$ cat src/rtl/lsu_pkg.sv
// Shared load/store codes, FSM encoding and alignment helper for the LSU.
// Used by lsu_align and load_store_unit.
package lsu_pkg;

    localparam logic [2:0] LD_LB  = 3'b000;
    localparam logic [2:0] LD_LH  = 3'b001;
    localparam logic [2:0] LD_LW  = 3'b010;
    localparam logic [2:0] LD_LBU = 3'b011;
    localparam logic [2:0] LD_LHU = 3'b100;

    localparam logic [1:0] ST_SB = 2'b00;
    localparam logic [1:0] ST_SH = 2'b01;
    localparam logic [1:0] ST_SW = 2'b10;

    typedef enum logic [1:0] {
        S_IDLE = 2'b00,
        S_REQ  = 2'b01,
        S_DONE = 2'b10
    } lsu_state_e;

    function automatic logic misaligned(
        input logic       we,
        input logic [2:0] ld,
        input logic [1:0] st,
        input logic [1:0] a
    );
        logic m;
        m = 1'b0;
        if (we) begin
            case (st)
                ST_SH:   m = a[0];
                ST_SW:   m = (a != 2'b00);
                default: m = 1'b0;
            endcase
        end else begin
            case (ld)
                LD_LB, LD_LBU: m = 1'b0;
                LD_LH, LD_LHU: m = a[0];
                default:       m = (a != 2'b00);
            endcase
        end
        return m;
    endfunction

endpackage

$ cat src/rtl/lsu_align.sv
// Lane steering: byte enables and replication for stores,
// lane select and sign/zero extension for loads.
module lsu_align
    import lsu_pkg::*;
(
    input  logic [2:0]  load,
    input  logic [1:0]  store,
    input  logic [1:0]  addr_lo,
    input  logic [31:0] wdata,
    input  logic [31:0] rdata,
    output logic [3:0]  be,
    output logic [31:0] wdata_rep,
    output logic [31:0] rdata_ext
);

    logic [7:0]  byte_lane;
    logic [15:0] half_lane;

    always_comb begin
        be        = 4'b0000;
        wdata_rep = wdata;
        case (store)
            ST_SB: begin
                be        = 4'b0001 << addr_lo;
                wdata_rep = {4{wdata[7:0]}};
            end
            ST_SH: begin
                be        = addr_lo[1] ? 4'b1100 : 4'b0011;
                wdata_rep = {2{wdata[15:0]}};
            end
            ST_SW: begin
                be        = 4'b1111;
                wdata_rep = wdata;
            end
            default: begin
                be        = 4'b0000;
                wdata_rep = wdata;
            end
        endcase
    end

    always_comb begin
        byte_lane = 8'h00;
        case (addr_lo)
            2'd0:    byte_lane = rdata[7:0];
            2'd1:    byte_lane = rdata[15:8];
            2'd2:    byte_lane = rdata[23:16];
            default: byte_lane = rdata[31:24];
        endcase
        half_lane = addr_lo[1] ? rdata[31:16] : rdata[15:0];
    end

    // Codes 101-111 fall through to a full-word load.
    always_comb begin
        rdata_ext = rdata;
        case (load)
            LD_LB:   rdata_ext = {{24{byte_lane[7]}}, byte_lane};
            LD_LH:   rdata_ext = {{16{half_lane[15]}}, half_lane};
            LD_LBU:  rdata_ext = {24'h0, byte_lane};
            LD_LHU:  rdata_ext = {16'h0, half_lane};
            default: rdata_ext = rdata;
        endcase
    end

endmodule

$ cat src/rtl/load_store_unit.sv
// Data-side load/store unit: one req/ready bus access per instruction.
// Define MISALIGN_TRAP_EN to trap misaligned half/word accesses.
module load_store_unit
    import lsu_pkg::*;
#(
    parameter int unsigned MAX_WAIT = 16
) (
    input  logic        clk,
    input  logic        reset,
    input  logic        mem_read,
    input  logic        mem_write,
    input  logic [2:0]  load,
    input  logic [1:0]  store,
    input  logic [31:0] addr,
    input  logic [31:0] wdata,
    output logic        stall,
    output logic        valid,
    output logic [31:0] rdata_ext,
    output logic        bus_err,
    output logic        misalign_err,
    output logic        bus_req,
    output logic        bus_we,
    output logic [31:0] bus_addr,
    output logic [3:0]  bus_be,
    output logic [31:0] bus_wdata,
    input  logic [31:0] bus_rdata,
    input  logic        bus_ready
);

    lsu_state_e  state_q, state_d;
    logic [31:0] addr_q, addr_d;
    logic [31:0] wdata_q, wdata_d;
    logic [2:0]  load_q, load_d;
    logic [1:0]  store_q, store_d;
    logic        we_q, we_d;
    logic [7:0]  wait_q, wait_d;
    logic        valid_q, valid_d;
    logic        bus_err_q, bus_err_d;
    logic [31:0] rdata_q, rdata_d;
`ifdef MISALIGN_TRAP_EN
    logic        mis_q, mis_d;
`endif

    logic        req;
    logic [3:0]  al_be;
    logic [31:0] al_wdata;
    logic [31:0] al_rdata;

    assign req = mem_read | mem_write;

    lsu_align u_align (
        .load      (load_q),
        .store     (store_q),
        .addr_lo   (addr_q[1:0]),
        .wdata     (wdata_q),
        .rdata     (bus_rdata),
        .be        (al_be),
        .wdata_rep (al_wdata),
        .rdata_ext (al_rdata)
    );

    always_comb begin
        state_d   = state_q;
        addr_d    = addr_q;
        wdata_d   = wdata_q;
        load_d    = load_q;
        store_d   = store_q;
        we_d      = we_q;
        wait_d    = wait_q;
        rdata_d   = rdata_q;
        valid_d   = 1'b0;
        bus_err_d = 1'b0;
`ifdef MISALIGN_TRAP_EN
        mis_d     = 1'b0;
`endif
        unique case (state_q)
            S_IDLE: begin
                if (req) begin
                    addr_d  = addr;
                    wdata_d = wdata;
                    load_d  = load;
                    store_d = store;
                    we_d    = mem_write;
                    wait_d  = 8'd0;
                    state_d = S_REQ;
`ifdef MISALIGN_TRAP_EN
                    if (misaligned(mem_write, load, store, addr[1:0])) begin
                        state_d = S_DONE;
                        valid_d = 1'b1;
                        mis_d   = 1'b1;
                        rdata_d = 32'h0;
                    end
`endif
                end
            end
            S_REQ: begin
                if (bus_ready) begin
                    state_d = S_DONE;
                    valid_d = 1'b1;
                    if (!we_q) rdata_d = al_rdata;
                end else if (wait_q == 8'(MAX_WAIT - 1)) begin
                    state_d   = S_DONE;
                    valid_d   = 1'b1;
                    bus_err_d = 1'b1;
                    rdata_d   = 32'h0;
                end else begin
                    wait_d = wait_q + 8'd1;
                end
            end
            S_DONE: begin
                state_d = S_IDLE;
            end
            default: begin
                state_d = S_IDLE;
            end
        endcase
    end

    always_ff @(posedge clk) begin
        if (reset) begin
            state_q   <= S_IDLE;
            addr_q    <= 32'h0;
            wdata_q   <= 32'h0;
            load_q    <= 3'b000;
            store_q   <= 2'b00;
            we_q      <= 1'b0;
            wait_q    <= 8'd0;
            valid_q   <= 1'b0;
            bus_err_q <= 1'b0;
            rdata_q   <= 32'h0;
`ifdef MISALIGN_TRAP_EN
            mis_q     <= 1'b0;
`endif
        end else begin
            state_q   <= state_d;
            addr_q    <= addr_d;
            wdata_q   <= wdata_d;
            load_q    <= load_d;
            store_q   <= store_d;
            we_q      <= we_d;
            wait_q    <= wait_d;
            valid_q   <= valid_d;
            bus_err_q <= bus_err_d;
            rdata_q   <= rdata_d;
`ifdef MISALIGN_TRAP_EN
            mis_q     <= mis_d;
`endif
        end
    end

    // Stall covers the accepting cycle so the PC holds before REQ is entered.
    assign stall     = ((state_q == S_IDLE) & req) | (state_q == S_REQ);
    assign valid     = valid_q;
    assign bus_err   = bus_err_q;
    assign rdata_ext = rdata_q;
    assign bus_req   = (state_q == S_REQ);
    assign bus_we    = (state_q == S_REQ) & we_q;
    assign bus_addr  = {addr_q[31:2], 2'b00};
    assign bus_be    = (state_q != S_REQ) ? 4'b0000 :
                       (we_q ? al_be : 4'b1111);
    assign bus_wdata = al_wdata;
`ifdef MISALIGN_TRAP_EN
    assign misalign_err = mis_q;
`else
    assign misalign_err = 1'b0;
`endif

endmodule

$ cat config.mk
export PLATFORM = sky130hd
export DESIGN_NAME = load_store_unit
export DESIGN_NICKNAME = d
export VERILOG_FILES = /design/src/rtl/lsu_pkg.sv /design/src/rtl/lsu_align.sv /design/src/rtl/load_store_unit.sv
export SDC_FILE = /design/constraint.sdc
export NUM_CORES = 1
export LEC_CHECK = 0
export CAP_MARGIN = 20
export CORE_ASPECT_RATIO = 1.75
export CORE_MARGIN = 2
export CORE_UTILIZATION = 45
export CTS_CLUSTER_SIZE = 8
export DETAILED_ROUTE_END_ITERATION = 16
export GPL_TIMING_DRIVEN = 0
export PLACE_DENSITY = 0.9
export RECOVER_POWER = 25
export SLEW_MARGIN = 5
export SYNTH_ARGS = -nofsm -noshare
export SYNTH_HDL_FRONTEND = slang
export SYNTH_SLANG_ARGS = --single-unit
$ cat constraint.sdc
create_clock -name clk -period 5.4 [get_ports clk]
set_clock_uncertainty 0.15 [all_clocks]
set_input_delay 1.08 -clock clk [delete_from_list [all_inputs] [get_ports clk]]
set_output_delay 1.08 -clock clk [all_outputs]
set_load 0.1 [all_outputs]
Yosys cells after proc, flatten, opt, wreduce, memory -nomap -nowiden

Cells that the tools add are included.

Flip-flop bits (word level): 114
Output and inout port bits: 106

Eq/ne operators: 15
Mux-type cells: 21
Bitwise operators: 5
Shift operators: 1
Reduce and logical (&&, ||, !) cells: 12
Add/subtract/negate cells: 1

Operator list:

| operator              | count |
|---|---|
| $pmux W32 S4          | 1 |
| $mux W32              | 3 |
| $pmux W32 S2          | 1 |
| $mux W8               | 3 |
| $pmux W8 S3           | 1 |
| $mux W16              | 1 |
| $pmux W8 S2           | 1 |
| $mux W4               | 3 |
| $pmux W4 S3           | 1 |
| $add A8 B1 Y8 const B | 1 |
| $eq A8 B4 Y1 const B  | 1 |
| $ne A2 B2 Y1 const B  | 4 |
| $eq A2 B1 Y1 const B  | 3 |
| $logic_not A2 Y1      | 3 |
| $mux W2               | 3 |
| $eq A2 B2 Y1 const B  | 2 |
| $pmux W2 S2           | 1 |
| $reduce_and A2 Y1     | 2 |
| $reduce_and A4 Y1     | 1 |
| $reduce_bool A2 Y1    | 2 |
| $shl A1 B2 Y4 const A | 1 |
| $eq A3 B1 Y1 const B  | 1 |
| $eq A3 B2 Y1 const B  | 1 |
| $eq A3 B3 Y1 const B  | 1 |
| 10 further kinds      | 13 |

Depth between registers and ports, before layout

Gate-level depths: netlist (run 1).

Word-level depth: 5
Mapped depth: 7
Mapped depth without buffers: 5

Hierarchy

From an unflattened synthesis (run 1), not the netlist that was laid out.

Cell total of the unflattened synthesis: 672
Area total of the unflattened synthesis: 5,551.6 um2

Modules (own cells, without submodules):

| module          | area an instance (um2) | instances | cells each |
|---|---|---|---|
| load_store_unit | 4,282.9                | 1         | 490 |
| lsu_align       | 1,268.7                | 1         | 182 |

Least setup slack after synthesis (run 1)

No wires, ideal clock.

Kind: register to output
From: reg store_q[0]
To: out bus_wdata[24]
Stages on the path, launching flop included: 4
Buffers on the path: 1
Data required time: 4,170 ps
Data arrival time: 3,010 ps
Setup slack: 1,160 ps
Path through: dfxtp_1 -> buf_1 -> mux2i_1 -> o21ai_0

Cells in the longest elaborated chain, start to end: 2

RTL lines:

| item                                             | RTL line               | text |
|---|---|---|
| start: declaration                               | load_store_unit.sv:34  | `logic [1:0] store_q, store_d;` |
| start signal: assignment                         | load_store_unit.sv:139 | `store_q <= store_d;` |
| $eq A2 B1 Y1 or $logic_not A2 Y1 (tied branches) | lsu_align.sv:22        | `case (store)` |
| $pmux W32 S2 *                                   | lsu_align.sv:22        |  |
| end: declaration                                 | load_store_unit.sv:25  | `output logic [31:0] bus_wdata,` |

Every way passes the cells marked *; elsewhere a longest branch is shown, timed or not.

Worst setup path in the final report (run 1)

From: in mem_write
To: out stall

Cells in the longest elaborated chain, start to end: 3

RTL lines:

| item               | RTL line               | text |
|---|---|---|
| start: declaration | load_store_unit.sv:11  | `input logic mem_write,` |
| $or A1 B1 Y1       | load_store_unit.sv:49  | `assign req = mem_read \| mem_write;` |
| $and A1 B1 Y1      | load_store_unit.sv:152 | `assign stall = ((state_q == S_IDLE) & req) \| (state_q == S_REQ);` |
| $or A1 B1 Y1       | load_store_unit.sv:152 |  |
| end: declaration   | load_store_unit.sv:16  | `output logic stall,` |

Every way passes these cells.

==> qor.csv, run 1 <==
stage,metric,value,unit
synthesis,ys_seq_area_share,41.6,%
critical_path,worstPathRequired,4.17,ns
synthesis,ys_warn_count,0,
die,dieHeight,150,µm
finish,ff_latch_area,2280,µm²
route,first_pass_iters,5,
synthesis,synthCells,675,
run,cap_viol_max_count,0,
critical_path,critPathMaxFanout,3,
die,dieArea,13100,µm²
min_path,hold_path_class,flip-flop to flip-flop,
global_routing,grt_pass1_wl,28700,µm
global_routing,grt-ovfl-total,0,
sta,rsz0062_at_grt,false,
clocking,cts_tree,built,
die,start_util,46.0,%
placement,place_congestion,0.949,
die,pin_count,212,
min_path,hold_depth,2,
power_and_ir_drop,vdd_drop_max,0.000251,V
sta,slew_headroom,30.6,%
synthesis,ys.flop_type,dfxtp_1,
clocking,cts_buffer_depth,2,
sta,setup_violations,0,
synthesis,ys_seq_elements,114,
placement,hpwl,13700,µm
global_routing,grt_pass1_vias,5742,
sta,finalCritPeriodShare,78.6,%
route,viasPerCell,5.53,
placement,port_buffers,207,
synthesis,ys_top_cells_by_count,"168 x nand2_1, 114 x dfxtp_1, 98 x a21oi_1",
die,fp.dieW,87.5,µm
sta,post-route-min-period,4.25,ns
finish,fillCellCount,925,
finish,fin_cells,1054,
sta,final_hold_viol_count,0,
synthesis,synth.area.top_cells,"dfxtp_1 42%, nand2_1 11%, a21oi_1 8.9%",
clocking,cts_root_buf,clkbuf_16,
critical_path,worstSetupEndpointType,output pin,
synthesis,synth_most_common_cell,nand2_1,
finish,final_nets,1010,
route,final_antenna_net_count,0,
sta,setup_tns,0,ns
die,rows,53,
synthesis,synth.largest_area_cell,dfxtp_1,
clocking,cts_setup_buffers,0,
route,wire_per_inst,17.7,µm
finish,final_core_util,69.4,%
finish,area_delta_synth_final,50.9,%
critical_path,startpoint_type,input pin,
critical_path,crit_chain,dlygate4sd3_1 > nor3_1 > nor2_1 > clkdlybuf4s50_1,
global_routing,gr-usage-all-layers,28.3,%
clocking,clock-sinks,114,
clocking,clock_latency,0.41,ns
synthesis,synth_top_area_share,41.6,%
clocking,h-tree-depth,4,
route,drtIter0Drc,256,
synthesis,synth_edf_count,0,
finish,multi_input_area,2630,µm²
power_and_ir_drop,p_leak,3.09,nW
clocking,ctsResizeCount,0,
critical_path,critPathSlowestCell,clkdlybuf4s50_1,
critical_path,reg2reg_depth,7,
sta,max_freq,236,MHz
clocking,clk_pin_slew_worst_paths,0.05,ns
clocking,numCtsBuffers,17,
route,vias,5828,
critical_path,path_class,input pin to output pin,
route,postRouteWirelength,18600,µm
global_routing,grt_max_degree,17,
sta,drv_slew,0,
placement,place_inst,1021,
critical_path,worstPathArrival,3.02,ns
power_and_ir_drop,power_density,370,nW/µm²
finish,drive_gt1_share,11.7,%
synthesis,synth_area,5490,µm²
synthesis,synthArstFlopShare,0,%
synthesis,yosysUniqueCellTypes,52,
synthesis,syn-mean-instance-area,8.13,µm²
route,drc,0,
critical_path,slowest_delay,1.16,ns
sta,max_slew.worst_pin.slew,1.04,ns
clocking,postCtsHoldBufs,0,
run_status,run_status,finished clean,
die,core_area,11900,µm²
global_routing,grt_antenna_before_repair,1,
[cell type report]
type                    count  area share, %
clock buffers              19           5.47
well taps                 137           2.07
diodes                      1         0.0302
clock inverters            13           1.65
repair buffers            207           25.0
plain buffers              91           6.15
flip-flops and latches    114           27.6
multi-input cells         466           31.8
inverters                   6          0.272
[sequential cells by signal (all words and copies together) (netlist names), 2 cells and up]
signal     flops
addr_q        32
rdata_ext     32
wdata_q       32
wait_q         8
load_q         3
state_q        2
store_q        2
[kinds of logic (layout without fill, tap and decap cells)]
| logic type | count (synthesis) | after routing | share of synthesized area (%) |
|---|---|---|---|
| AND/OR/NAND/NOR | 241 | 241 | 19.0 |
| AO/OA/AOI/OAI | 179 | 179 | 21.2 |
| flip-flops | 114 | 114 | 41.6 |
| buffers and inverters | 97 | 336 | 10.1 |
| multiplexers | 34 | 34 | 6.57 |
| XOR/XNOR | 7 | 7 | 1.12 |
| adder cells (fa/ha/maj) | 2 | 2 | 0.410 |
| other | 1 | 4 | 0.0683 |
[stage by stage]
step                      total power [mW]  worst slack (ns)  hold WS, ns  instance area, µm²
after global routing                  3.17              1.10        0.317                8280
after detailed placement              1.97              1.24        0.293                7740
after floorplan                       1.69              1.16        0.283                5500
after CTS                             3.07              1.23        0.301                8330
after global placement                1.96              1.23        0.289                7740
final                                 3.06              1.15        0.297                8280
[per-layer routing]
layer,wire (µm),up-vias,global-route usage [%]
met5,0,-,0
met3,1240,82,6.18
met2,9760,295,50.3
met4,1110,0,16.9
met1,6500,2676,29.6
li1,-,2775,-
[worst max-delay path, delay by kind of cell]
kind / cells / cell delay, ns
buffers and inverters: 2 / 1.75
and+or+nand+nor: 2 / 0.17
[power by group]
| part | total (mW) | internal, mW | switching, mW | leakage, nW |
|---|---|---|---|---|
| Combinational | 1.02 | 0.294 | 0.722 | 1.87 |
| Clock | 1.11 | 0.701 | 0.405 | 0.281 |
| Sequential | 0.941 | 0.901 | 0.0392 | 0.934 |
| Total | 3.06 | 1.90 | 1.17 | 3.09 |
[placed cells by master (no fill, tap or decap), types with 14 or more instances in the layout]
cell,synthesis,final
a21oi_1,98,98
buf_4,43,42
clkbuf_1,27,35
clkbuf_16,0,17
clkdlybuf4s50_1,0,205
dfxtp_1,114,114
mux2_2,16,16
mux2i_1,18,18
nand2_1,168,168
nor2_1,24,24
o2111ai_1,18,18
o21ai_0,14,14
o2bb2ai_1,16,16
[final timing paths]
path | from | end | slack (ns)
max | mem_write | stall | 1.15
min | rdata_ext[28]$_SDFFE_PP0P_ | rdata_ext[28]$_SDFFE_PP0P_ | 0.30
max reg2reg | wait_q[0]$_SDFFE_PP0P_ | rdata_ext[3]$_SDFFE_PP0P_ | 2.60
min reg2reg | rdata_ext[28]$_SDFFE_PP0P_ | rdata_ext[28]$_SDFFE_PP0P_ | 0.30
(Power assumes the default switching activity.)
==> run 2, diff against run 1 <==
--- a/config.mk
+++ b/config.mk
@@ -8,11 +8,11 @@
 export CAP_MARGIN = 20
 export CORE_ASPECT_RATIO = 1.75
 export CORE_MARGIN = 2
-export CORE_UTILIZATION = 45
+export CORE_UTILIZATION = 44
 export CTS_CLUSTER_SIZE = 8
 export DETAILED_ROUTE_END_ITERATION = 16
 export GPL_TIMING_DRIVEN = 0
-export PLACE_DENSITY = 0.9
+export PLACE_DENSITY = 0.88
 export RECOVER_POWER = 25
 export SLEW_MARGIN = 5
 export SYNTH_ARGS = -nofsm -noshare
==> constraint.sdc (replaced) <==
create_clock -name clk -period 4.3 [get_ports clk]
set_clock_uncertainty 0.15 [all_clocks]
set_input_delay 0.86 -clock clk [delete_from_list [all_inputs] [get_ports clk]]
set_output_delay 0.86 -clock clk [all_outputs]
set_load 0.1 [all_outputs]
==> run 2 against run 1 <==
Net effect:
- core utilization is 1.5 points lower
- combinational power is 25% higher
- largest power group unchanged
- largest cell class unchanged
- cell count is 2.8% higher
- clock-buffer cell count is 3 higher
- critical endpoint is now bus_wdata[30]
- clock power is 31% higher
- via count is 2.0% lower
- sequential share of layout area is 0.20 points lower
- highest routed layer unchanged
==> qor.csv, run 2 (synthesis results as in run 1) <==
stage,metric,value,unit,change
global_routing,busiest_layer,met2,,unchanged
clocking,postCtsHoldBufs,0,,unchanged
power_and_ir_drop,internal_power,2.47,mW,was 1.90 mW
route,drc,0,,unchanged
placement,place_congestion,0.889,,was 0.949
power_and_ir_drop,p_sw_share,36.8,%,was 38.1%
critical_path,critPathMaxFanout,10,,was 3
route,first_pass_iters,4,,was 5
critical_path,cp_top_family,buffers and inverters,,unchanged
finish,fillCellCount,1003,,was 925
sta,slew_headroom,30.6,%,about the same
sta,final_hold_viol_count,0,,unchanged
sta,max_slew.worst_pin.slew,1.04,ns,about the same
power_and_ir_drop,pwr-share-seq,30.2,%,was 30.7%
global_routing,use_met1,27.1,%,was 29.6%
placement,port_buffers,207,,unchanged
power_and_ir_drop,p_comb_share,32.5,%,was 33.2%
route,vias,5710,,"was 5,828"
global_routing,met2_usage,50.8,%,was 50.3%
global_routing,gr-usage-all-layers,27.0,%,was 28.3%
placement,hpwl,13600,µm,"was 13,700 µm"
finish,area_delta_synth_final,52.0,%,was 50.9%
finish,fin_cells,1083,,"was 1,054"
global_routing,grt_pass1_wl,27900,µm,"was 28,700 µm"
route,wire_per_inst,16.6,µm,was 17.7 µm
clocking,cts_root_buf,clkbuf_16,,unchanged
die,rows,54,,was 53
clocking,cts_tree,built,,unchanged
min_path,hold_path_class,flip-flop to flip-flop,,unchanged
clocking,clock-sinks,114,,unchanged
die,fp.dieW,88.4,µm,was 87.5 µm
power_and_ir_drop,vdd_drop_max,0.000331,V,was 0.000251 V
sta,drv_slew,0,,unchanged
clocking,ctsResizeCount,0,,unchanged
run,cap_viol_max_count,0,,unchanged
sta,setup_violations,0,,unchanged
die,start_util,44.6,%,was 46.0%
route,viasPerCell,5.27,,was 5.53
critical_path,slowest_delay,1.19,ns,was 1.16 ns
finish,layout_common_cells,"205 x clkdlybuf4s50_1, 168 x nand2_1, 114 x dfxtp_1",,unchanged
clocking,numCtsBuffers,17,,unchanged
power_and_ir_drop,switchingPower,1.44,mW,was 1.17 mW
global_routing,grt_antenna_before_repair,0,,was 1
critical_path,crit_chain,buf_1 > mux2i_1 > o21ai_0 > clkdlybuf4s50_1,,was dlygate4sd3_1 > nor3_1 > nor2_1 > clkdlybuf4s50_1
power_and_ir_drop,p_leak,3.11,nW,was 3.09 nW
finish,final_common_cell,clkdlybuf4s50_1,,unchanged
die,dieArea,13400,µm²,"was 13,100 µm²"
sta,setup_tns,0,ns,unchanged
sta,rsz0062_at_grt,false,,unchanged
critical_path,worstPathArrival,2.91,ns,was 3.02 ns
die,pin_count,212,,unchanged
critical_path,cp_num_buf_inv,2,,unchanged
placement,place_inst,1052,,"was 1,021"
global_routing,grt_max_degree,17,,unchanged
global_routing,grt_pass1_vias,5751,,"was 5,742"
critical_path,startpoint_type,flip-flop,,was input pin
critical_path,worstSetupEndpointType,output pin,,unchanged
critical_path,worstPathRequired,3.29,ns,was 4.17 ns
finish,diodes,0,,was 1
power_and_ir_drop,power_frac_clock,37.2,%,was 36.1%
die,core_area,12300,µm²,"was 11,900 µm²"
clocking,clock_latency,0.40,ns,was 0.41 ns
route,drtIter0Drc,209,,was 256
route,postRouteWirelength,18000,µm,"was 18,600 µm"
global_routing,grtUsageMet3,6.18,%,about the same
finish,drive_gt1_share,11.6,%,was 11.7%
finish,final_nets,1010,,unchanged
clocking,h-tree-depth,4,,unchanged
sta,finalCritPeriodShare,91.1,%,
route,final_antenna_net_count,0,,unchanged
power_and_ir_drop,power_density,468,nW/µm²,was 370 nW/µm²
sta,post-route-min-period,3.92,ns,
sta,max_freq,255,MHz,
clocking,cts_buffer_depth,2,,unchanged
clocking,clk_pin_slew_worst_paths,0.06,ns,was 0.05 ns
die,dieHeight,152,µm,was 150 µm
global_routing,grt-ovfl-total,0,,unchanged
clocking,cts_setup_buffers,0,,unchanged
critical_path,path_class,flip-flop to output pin,,was input pin to output pin
critical_path,critPathSlowestCell,clkdlybuf4s50_1,,unchanged
run_status,run_status,finished clean,,unchanged
==> run 2: final timing paths <==
| kind | startpoint | endpoint | slack, ns | depth (start not counted) |
|---|---|---|---|---|
| max reg2reg | wait_q[0]$_SDFFE_PP0P_ | rdata_ext[14]$_SDFFE_PP0P_ | 1.50 | 7 |
| max | store_q[0]$_SDFFE_PP0P_ | bus_wdata[30] | 0.38 | 4 |
| min reg2reg | rdata_ext[31]$_SDFFE_PP0P_ | rdata_ext[31]$_SDFFE_PP0P_ | 0.30 | 2 |
| min | rdata_ext[31]$_SDFFE_PP0P_ | rdata_ext[31]$_SDFFE_PP0P_ | 0.30 | 2 |
==> run 2: layout make-up <==
cell class	instances	area, µm²	area share [%]
flip-flops and latches	114	2280	27.4
multi-input cells	466	2630	31.6
repair buffers	207	2070	24.8
clock inverters	9	129	1.54
well taps	168	210	2.52
clock buffers	22	484	5.80
inverters	6	22.5	0.270
plain buffers	91	510	6.12
==> run 2: routing by layer <==
metal	wire length, µm	part of all wire, %
met1	6490	36
met2	9690	54
met3	1050	5.8
met4	776	4.3
met5	0	0
==> run 2: through the flow <==
stage	hold slack [ns]	utilization (%)	cell area [µm²]	worst slack, ns	power (mW)
6_report	0.299	67.8	8340	0.383	3.90
5_1_grt	0.321	67.8	8340	0.248	4.03
4_1_cts	0.300	68.2	8390	0.357	3.93
3_5_place_dp	0.292	63.2	7780	0.600	2.47
3_3_place_gp	0.289	63.2	7780	0.577	2.46
2_1_floorplan	0.283	-	5500	0.280	2.12
==> run 2: tightest hold or removal path: cells and delay by family (launching register included) <==
family	cells	cell delay, ns
flops	1	0.30
compound gates	1	0.05
simple gates	1	0.05
==> run 2: power by group through the flow <==
stage	sequential (mW)	clock, mW	combinational, mW
4_1_cts	1.18	1.47	1.28
6_report	1.18	1.45	1.27
3_3_place_gp	1.20	0	1.26
5_1_grt	1.19	1.51	1.33
2_1_floorplan	1.32	0	0.791
3_5_place_dp	1.20	0	1.27
